--- src/rtl/kodon_dizi_skor_pkg.sv ---
// kodon_pkg
// Shared definitions for the codon sequence scoring block.
//   NUC_W     : bits per nucleotide.
//   state_e   : sequencer states (IDLE / RUN / DONE).
//   nuc_count : number of nucleotides held in a codon of a given width.
package kodon_pkg;

  localparam int NUC_W = 2;

  typedef enum logic [1:0] {
    IDLE = 2'd0,
    RUN  = 2'd1,
    DONE = 2'd2
  } state_e;

  function automatic int nuc_count(input int kodon_w);
    return kodon_w / NUC_W;
  endfunction

endpackage

--- src/rtl/kodon_dizi_skor_if.sv ---
// kodon_dizi_skor_if
// Control, codon-pair handshake and score result bundle of kodon_dizi_skor.
//   master : codon source / result consumer side
//   slave  : the scoring block
// Optional macro TAM_ESLESME_SAYAC_EN adds the tam_eslesme full-match count.
interface kodon_dizi_skor_if #(
  parameter int NUC_PER_CODON = 3,
  parameter int SEQ_LEN       = 8
);
  import kodon_pkg::*;

  localparam int KODON_W  = NUC_W * NUC_PER_CODON;
  localparam int SKOR_W   = $clog2(NUC_PER_CODON + 1);
  localparam int TOPLAM_W = $clog2(NUC_PER_CODON * SEQ_LEN + 1);
  localparam int IDX_W    = (SEQ_LEN > 1) ? $clog2(SEQ_LEN) : 1;

  logic                start;
  logic                iptal;
  logic                in_valid;
  logic                in_ready;
  logic [KODON_W-1:0]  kodon_a;
  logic [KODON_W-1:0]  kodon_b;
  logic [SKOR_W-1:0]   kodon_skor;
  logic                skor_valid;
  logic [TOPLAM_W-1:0] toplam_skor;
  logic                busy;
  logic                done;
`ifdef TAM_ESLESME_SAYAC_EN
  logic [IDX_W:0]      tam_eslesme;
`endif

  modport master (
`ifdef TAM_ESLESME_SAYAC_EN
    input  tam_eslesme,
`endif
    output start, iptal, in_valid, kodon_a, kodon_b,
    input  in_ready, kodon_skor, skor_valid, toplam_skor, busy, done
  );

  modport slave (
`ifdef TAM_ESLESME_SAYAC_EN
    output tam_eslesme,
`endif
    input  start, iptal, in_valid, kodon_a, kodon_b,
    output in_ready, kodon_skor, skor_valid, toplam_skor, busy, done
  );

endinterface

--- src/rtl/kodon_dizi_skor_esles_say.sv ---
// kodon_esles_say
// Combinational match counter: number of 2-bit nucleotide fields that are
// equal between two codons.
//   kodon_a_i, kodon_b_i : codons, nucleotide k at bits [2k+1:2k]
//   skor_o               : count of equal nucleotides (0..NUC_PER_CODON)
module kodon_esles_say
  import kodon_pkg::*;
#(
  parameter  int NUC_PER_CODON = 3,
  localparam int KODON_W       = NUC_W * NUC_PER_CODON,
  localparam int SKOR_W        = $clog2(NUC_PER_CODON + 1)
) (
  input  logic [KODON_W-1:0] kodon_a_i,
  input  logic [KODON_W-1:0] kodon_b_i,
  output logic [SKOR_W-1:0]  skor_o
);

  always_comb begin
    skor_o = '0;
    for (int k = 0; k < nuc_count(KODON_W); k++) begin
      if (kodon_a_i[NUC_W*k +: NUC_W] == kodon_b_i[NUC_W*k +: NUC_W]) begin
        skor_o = skor_o + SKOR_W'(1);
      end
    end
  end

endmodule

--- src/rtl/kodon_dizi_skor.sv ---
// kodon_dizi_skor
// Streaming codon sequence comparator. After start, accepts SEQ_LEN codon
// pairs over in_valid/in_ready, scores each pair by its equal nucleotides
// and accumulates the sequence total; done pulses with the last score.
//   clk   : clock, all logic on posedge
//   rst_n : synchronous active-low reset
//   bus   : kodon_dizi_skor_if slave (start/iptal control, pair handshake,
//           kodon_skor/skor_valid, toplam_skor, busy, done)
// Optional macro TAM_ESLESME_SAYAC_EN adds tam_eslesme, the number of pairs
// in the current sequence that matched on every nucleotide.
module kodon_dizi_skor
  import kodon_pkg::*;
#(
  parameter int NUC_PER_CODON = 3,
  parameter int SEQ_LEN       = 8
) (
  input  logic               clk,
  input  logic               rst_n,
  kodon_dizi_skor_if.slave   bus
);

  localparam int KODON_W  = NUC_W * NUC_PER_CODON;
  localparam int SKOR_W   = $clog2(NUC_PER_CODON + 1);
  localparam int TOPLAM_W = $clog2(NUC_PER_CODON * SEQ_LEN + 1);
  localparam int IDX_W    = (SEQ_LEN > 1) ? $clog2(SEQ_LEN) : 1;

  state_e              state_q;
  logic [IDX_W-1:0]    idx_q;
  logic [SKOR_W-1:0]   kodon_skor_q;
  logic                skor_valid_q;
  logic [TOPLAM_W-1:0] toplam_q;
  logic                done_q;

  logic [SKOR_W-1:0]   skor_d;
  logic [TOPLAM_W-1:0] toplam_d;
  logic                last_d;

  kodon_esles_say #(
    .NUC_PER_CODON(NUC_PER_CODON)
  ) u_esles_say (
    .kodon_a_i(bus.kodon_a),
    .kodon_b_i(bus.kodon_b),
    .skor_o   (skor_d)
  );

  assign toplam_d = toplam_q + TOPLAM_W'(skor_d);
  assign last_d   = (idx_q == IDX_W'(SEQ_LEN - 1));

`ifdef TAM_ESLESME_SAYAC_EN
  localparam int TAM_W = IDX_W + 1;
  logic [TAM_W-1:0] tam_q;

  // Full-match counter follows the accumulator: cleared on an accepted
  // start, bumped on a transfer that matched every nucleotide.
  always_ff @(posedge clk) begin
    if (!rst_n) begin
      tam_q <= '0;
    end else if (state_q == IDLE && bus.start && !bus.iptal) begin
      tam_q <= '0;
    end else if (state_q == RUN && !bus.iptal && bus.in_valid &&
                 skor_d == SKOR_W'(NUC_PER_CODON)) begin
      tam_q <= tam_q + TAM_W'(1);
    end
  end

  assign bus.tam_eslesme = tam_q;
`endif

  // Sequencer. iptal is checked before the transfer so an aborted cycle
  // neither scores nor pulses done; the total keeps its partial value.
  always_ff @(posedge clk) begin
    if (!rst_n) begin
      state_q      <= IDLE;
      idx_q        <= '0;
      kodon_skor_q <= '0;
      skor_valid_q <= 1'b0;
      toplam_q     <= '0;
      done_q       <= 1'b0;
    end else begin
      skor_valid_q <= 1'b0;
      done_q       <= 1'b0;
      case (state_q)
        IDLE: begin
          if (bus.start && !bus.iptal) begin
            state_q  <= RUN;
            idx_q    <= '0;
            toplam_q <= '0;
          end
        end
        RUN: begin
          if (bus.iptal) begin
            state_q <= IDLE;
          end else if (bus.in_valid) begin
            kodon_skor_q <= skor_d;
            skor_valid_q <= 1'b1;
            toplam_q     <= toplam_d;
            if (last_d) begin
              state_q <= DONE;
              done_q  <= 1'b1;
            end else begin
              idx_q <= idx_q + IDX_W'(1);
            end
          end
        end
        DONE: begin
          state_q <= IDLE;
        end
        default: begin
          state_q <= IDLE;
        end
      endcase
    end
  end

  assign bus.in_ready    = (state_q == RUN);
  assign bus.busy        = (state_q == RUN);
  assign bus.kodon_skor  = kodon_skor_q;
  assign bus.skor_valid  = skor_valid_q;
  assign bus.toplam_skor = toplam_q;
  assign bus.done        = done_q;

endmodule
--- src/flat_wrapper.sv ---
// flat-port wrapper written by rule: the top's interface ports become plain ports
module kodon_dizi_skor_flat import kodon_pkg::*;
#(
  parameter int NUC_PER_CODON = 3,
  parameter int SEQ_LEN       = 8
)
  (clk, rst_n, bus_start, bus_iptal, bus_in_valid, bus_kodon_a, bus_kodon_b, bus_in_ready, bus_kodon_skor, bus_skor_valid, bus_toplam_skor, bus_busy, bus_done);
  kodon_dizi_skor_if #(.NUC_PER_CODON(NUC_PER_CODON), .SEQ_LEN(SEQ_LEN)) bus_i ();
  input  logic clk;
  input  logic rst_n;
  input wire logic [$bits(bus_i.start)-1:0] bus_start;
  input wire logic [$bits(bus_i.iptal)-1:0] bus_iptal;
  input wire logic [$bits(bus_i.in_valid)-1:0] bus_in_valid;
  input wire logic [$bits(bus_i.kodon_a)-1:0] bus_kodon_a;
  input wire logic [$bits(bus_i.kodon_b)-1:0] bus_kodon_b;
  output wire logic [$bits(bus_i.in_ready)-1:0] bus_in_ready;
  output wire logic [$bits(bus_i.kodon_skor)-1:0] bus_kodon_skor;
  output wire logic [$bits(bus_i.skor_valid)-1:0] bus_skor_valid;
  output wire logic [$bits(bus_i.toplam_skor)-1:0] bus_toplam_skor;
  output wire logic [$bits(bus_i.busy)-1:0] bus_busy;
  output wire logic [$bits(bus_i.done)-1:0] bus_done;
  assign bus_i.start = bus_start;
  assign bus_i.iptal = bus_iptal;
  assign bus_i.in_valid = bus_in_valid;
  assign bus_i.kodon_a = bus_kodon_a;
  assign bus_i.kodon_b = bus_kodon_b;
  assign bus_in_ready = bus_i.in_ready;
  assign bus_kodon_skor = bus_i.kodon_skor;
  assign bus_skor_valid = bus_i.skor_valid;
  assign bus_toplam_skor = bus_i.toplam_skor;
  assign bus_busy = bus_i.busy;
  assign bus_done = bus_i.done;
  kodon_dizi_skor #(.NUC_PER_CODON(NUC_PER_CODON), .SEQ_LEN(SEQ_LEN)) u_core (.clk(clk), .rst_n(rst_n), .bus(bus_i));
endmodule
--- config.mk ---
export PLATFORM = sky130hd
export DESIGN_NAME = kodon_dizi_skor_flat
export DESIGN_NICKNAME = d
export VERILOG_FILES = /design/src/rtl/kodon_dizi_skor_pkg.sv /design/src/rtl/kodon_dizi_skor_if.sv /design/src/rtl/kodon_dizi_skor_esles_say.sv /design/src/rtl/kodon_dizi_skor.sv /design/src/flat_wrapper.sv
export SDC_FILE = /design/constraint.sdc
export NUM_CORES = 1
export LEC_CHECK = 0
export CAP_MARGIN = 20
export CORE_AREA = 3 3 50 52
export CTS_CLUSTER_DIAMETER = 120
export DETAILED_ROUTE_END_ITERATION = 6
export DIE_AREA = 0 0 53 55
export PLACE_DENSITY = 0.69
export SLEW_MARGIN = 0
export SYNTH_ARGS = -nofsm -noshare
export SYNTH_HDL_FRONTEND = slang
export SYNTH_SLANG_ARGS = --single-unit
--- constraint.sdc ---
create_clock -name clk -period 8.27 [get_ports clk]
set_clock_uncertainty 0.2 [all_clocks]
set_input_delay 2.0675 -clock clk [delete_from_list [all_inputs] [get_ports clk]]
set_output_delay 2.0675 -clock clk [all_outputs]
set_load 0.02 [all_outputs]
-- Word-level counts from Yosys, hierarchy flattened
Cells that the tools add are included.
- register bits: 14
- bits of input ports: 17
- output and inout port bits: 11
- logic and storage cells: 54
- add/subtract/negate cells: 4
- equality and inequality tests: 11
- multiplexer cells: 19
- bitwise logic cells: 4
- reductions and logical operators: 10
- operators by type and width (operator ; count):
    $mux W5 ; 3
    $mux W2 ; 6
    $mux W3 ; 4
    $pmux W5 S2 ; 1
    $eq A2 B2 Y1 ; 3
    $ne A2 B2 Y1 const B ; 3
    $pmux W3 S2 ; 1
    $reduce_and A3 Y1 ; 2
    $add A5 B2 Y5 ; 1
    $reduce_and A5 Y1 ; 1
    $add A2 B1 Y2 const B ; 2
    $not A1 Y1 ; 4
    $pmux W2 S2 ; 1
    $reduce_and A4 Y1 ; 1
    $reduce_or A4 Y1 ; 1
    $add A3 B1 Y3 const B ; 1
    $eq A3 B3 Y1 const B ; 1
    $mux W1 ; 3
    $ne A3 B2 Y1 const B ; 1
    $ne A3 B3 Y1 const B ; 1
    $reduce_or A3 Y1 ; 1
    $eq A2 B1 Y1 const B ; 1
    $logic_not A2 Y1 ; 1
    $ne A2 B1 Y1 const B ; 1
    3 further kinds ; 3

-- Depth between registers and ports, before layout
- word-level depth: 10
- depth in mapped cells: 11
- gate-level depth less buffers: 11

-- Modules after synthesis
A second synthesis with hierarchy kept.
- cells, all modules: 93
- area total of the unflattened synthesis: 830.8 um^2
- by module, submodules not included (module ; instances ; cells each ; area each (um^2) ; seq. area each (um^2)):
    kodon_dizi_skor ; 1 ; 77 ; 709.4 ; 280.3
    kodon_esles_say ; 1 ; 16 ; 121.4 ; 0.0

-- Least setup slack after synthesis
No wires, ideal clock.
- path type: input port to flip-flop
- start point: input bus_kodon_a[0]
- end point: register u_core.toplam_q[4], in the netlist u_core.bus.toplam_skor[4]
- setup time: 0.070 ns
- data arrival time: 4.006 ns
- required time: 8.000 ns
- path slack: 3.994 ns
- stages on the path: 10
- buffers on the path: 0
- cell sequence: xnor2_1 and2_1 ha_1 or3_1 nand2_1 ha_1 fa_1 nand3_1 or4_1 a21oi_1
- longest elaborated chain between the ends: 10
- RTL lines (element ; line ; source):
    from (decl) ; flat_wrapper.sv:14 ; input wire logic [$bits(bus_i.kodon_a)-1:0] bus_kodon_a;
    $eq A2 B2 Y1 (*) ; kodon_dizi_skor_esles_say.sv:21 ; if (kodon_a_i[NUC_W*k +: NUC_W] == kodon_b_i[NUC_W*k +: NUC_W]) begin
    $mux W1 (*) ; kodon_dizi_skor_esles_say.sv:21 ;
    $add A2 B1 Y2 ; kodon_dizi_skor_esles_say.sv:22 ; skor_o = skor_o + SKOR_W'(1);
    $mux W2 (*) ; kodon_dizi_skor_esles_say.sv:21 ;
    $add A2 B1 Y2 ; kodon_dizi_skor_esles_say.sv:22 ;
    $mux W2 (*) ; kodon_dizi_skor_esles_say.sv:21 ;
    named net u_core.skor_d[0] ; kodon_dizi_skor.sv:34 ; logic [SKOR_W-1:0] skor_d;
    $add A5 B2 Y5 (*) ; kodon_dizi_skor.sv:46 ; assign toplam_d = toplam_q + TOPLAM_W'(skor_d);
    $mux W5 (*) ; kodon_dizi_skor.sv:93 ; end else if (bus.in_valid) begin
    $mux W5 (*) ; kodon_dizi_skor.sv:91 ; if (bus.iptal) begin
    $pmux W5 S2 (*) ; kodon_dizi_skor.sv:82 ; case (state_q)
    to (signal assigned) ; kodon_dizi_skor.sv:96 ; toplam_q <= toplam_d;
    to (decl) ; kodon_dizi_skor.sv:31 ; logic [TOPLAM_W-1:0] toplam_q;
The timed path passes the listed nets; every way through them passes the cells marked *. The select of a mux whose other input is x is not followed.
A chain may end at the register's enable or synchronous reset.

-- Worst setup path in the final report
Ends and elaborated chain as after synthesis.

==> flow_summary.ini <==
[run_status]
status = finished, final reports clean

[setup_path]
criticalPathCategory = input port to flop
critical_path_required_ns = 8.28
worst_r2r_path_depth = 5
crit_fanout = 2
crit_arrival_ns = 4.60
crit_path_end_kind = flop
critical_path.startpoint_type = input port

[clock_network]
clock_tree.htree_level_count = 1
insertion_delay_ns = 0.28
root_buffer_cell = clkbuf_4
post-cts-setup-buffer-count = 0
cts_buffers = 3
cts.sink_count = 14
cts_repair_resized_insts = 0
worst_setup_hold_path_clk_slew_ns = 0.07
cts_tree = done
cts_max_path_buffers = 2
post_cts_hold_buffer_count = 0

[timing]
min_period_ns = 4.59
setup-violations-final = 0
hold_violations = 0
hold_ws_ns = 0.269
timing.final.crit_share_pct = 55.5
worst_slew_pin_slew_ns = 0.580
slew-limit-headroom_pct = 61.2
timing_max_transition_violations_final = 0
fmax_mhz = 218
setup_repair_after_global_routing_missed_its_margin = false
fin_tns_setup_ns = 0

[logic_synthesis]
synth.yosys.seq_area_share_pct = 33.9
ys_warn_count = 0
post_synth_inst_count = 92
post_synth_main_area_contributors = dfxtp_1, ha_1, mux2i_1, nand2_1, xnor2_1
post_synth_edffs = 0
ys_ff_latch = 14
yosys.area.top_type = dfxtp_1
synth.lib_cells_used.distinct = 31
netlist_top_cells_count = dfxtp_1, nand2_1
primary_ff_master_synth = dfxtp_1
yosysMostFrequentCell = dfxtp_1
postSynthNetCount = 116
synth_area_um2 = 826
synth.avg_cell_area_um2 = 8.98
synth_top_area_share_pct = 33.9
postSynth.asyncResetShare_pct = 0

[grt]
grt_pass1_wl_um = 2720
gr-total-overflow = 0
grt_start_max_net_pins = 20
groute.usage.overall_pct = 13.0
grt_antenna_before_repair = 0
first_global_vias = 626

[detailed_routing]
detail_route.wirelength_um = 1710
dr_total_vias = 731
first_pass_iters = 4
routed_via_density = 5.04
antenna_violating_nets_post_route = 0
post-route-drc-count = 0
drt-initial-drc-count = 8
post_drt_wl_per_cell_um = 11.8

[placement]
portBuffers = 27
post-dp-hpwl_um = 1370
placed_area_um2 = 1110
placed_cells_incl_taps = 142
routability_congestion_estimate_from_global_placement = 0.710

[floorplan]
design.die.area_um2 = 2920
dieHeight_um = 55
top_level_ports = 28
rows = 17
die-width_um = 53
initial_utilization_pct = 38.4
floorplan_core_area_um2 = 2150

[min_path]
worst_hold_path_type = flop to flop
hold_depth = 2

[run]
maxCapViolCount = 0

[final_layout]
post-route-cell-area_um2 = 1130
final_cells = 145
fill_cells = 209
layout_overhead_on_the_synthesized_area_pct = 36.8
layout_cells_sized_above_1_pct = 5.13
final_stage_net_count = 143
antennaDiodeCount = 0

[power]
cellPowerDensity_nw_per_um2 = 119
worst_ir_drop_vdd_v = 0.0000713
cellLeakagePower_uw = 0.000435
path summary, 6_finish.rpt:
check                               to  slack (ns)       startpoint
max          u_core.bus.toplam_skor[4]        3.68   bus_kodon_a[0]
min                    u_core.idx_q[1]        0.27  u_core.idx_q[1]
max reg2reg            u_core.idx_q[0]        6.50  u_core.idx_q[0]
min reg2reg            u_core.idx_q[1]        0.27  u_core.idx_q[1]
sequential cells by signal, summed over array words and instances (netlist names):
name,count
u_core.bus.toplam_skor,5
u_core.bus.done,1
u_core.state_q,2
u_core.bus.skor_valid,1
u_core.bus.kodon_skor,2
u_core.idx_q,3
per-stage QoR:
step | worst slack (ns) | power [µW] | util (%)
floorplan | 3.99 | 86.6 | -
global placement | 3.50 | 98.5 | 51.5
detailed placement | 3.40 | 99.1 | 51.5
CTS | 3.68 | 136 | 52.6
global route | 3.58 | 143 | 52.6
finish | 3.68 | 135 | 52.6
worst max-delay path: stages:
cell and delay (ns):
clkdlybuf4s50_1 0.42, xnor2_1 0.12, and2_1 0.17, ha_1 0.30
or3_1 0.40, nand2_1 0.09, ha_1 0.19, fa_1 0.19
nand3_1 0.10, or4_1 0.40, a21oi_1 0.15
per-layer routing:
| metal | wire [µm] | share of wire, % | vias to the layer above | global-route usage [%] |
|---|---|---|---|---|
| met5 | 0 | 0 | - | 0 |
| met4 | 42 | 2.5 | 0 | 7.66 |
| met3 | 62 | 3.6 | 5 | 3.49 |
| met2 | 810 | 47 | 15 | 21.7 |
| met1 | 790 | 46 | 336 | 15.1 |
| li1 | - | - | 375 | - |
power breakdown:
part / internal (µW) / switching [µW]
sequential: 68.1 / 0.706
clock: 16.9 / 20.3
combinational: 15.3 / 13.5
total: 100 / 34.5
placed cells by master (no fill, tap or decap):
cell type	synthesis	routed
and2b_2	1	1
a21boi_0	2	2
ha_1	6	6
a21oi_1	4	4
o21ai_0	6	6
mux2i_1	6	6
nor4_1	1	1
nand2b_1	1	1
and2_1	2	2
and3_1	2	2
nor3b_1	1	1
nand2_1	10	10
or2_0	1	1
fa_1	1	1
nand3b_1	3	3
a31oi_1	2	2
and4bb_4	1	1
or3_1	2	2
clkdlybuf4s50_1	0	27
or4b_2	1	1
dfxtp_1	14	14
o31ai_1	1	1
or4_1	1	1
xor2_1	2	2
clkbuf_4	0	3
nand3_1	6	6
nor2_1	1	1
nand4b_1	2	2
inv_1	3	3
xnor2_1	4	4
layout make-up:
class / count / area (µm²) / share of cell area, %
flip-flops and latches: 14 / 280 / 24.8
multi-input cells: 70 / 510 / 45.2
repair buffers: 27 / 270 / 23.9
clock buffers: 3 / 22.5 / 1.99
inverters: 3 / 11.3 / 0.997
well taps: 28 / 35.0 / 3.10
logic make-up after synthesis:
family,count (synthesis),share of synthesized area (%)
adder cells (fa/ha/maj),7,11.5
AND/OR/NAND/NOR,36,26.4
multiplexers,6,7.27
buffers and inverters,8,4.24
flip-flops,14,33.9
XOR/XNOR,6,6.36
AO/OA/AOI/OAI,15,10.3
No activity file was read; power rests on OpenSTA's default activity.
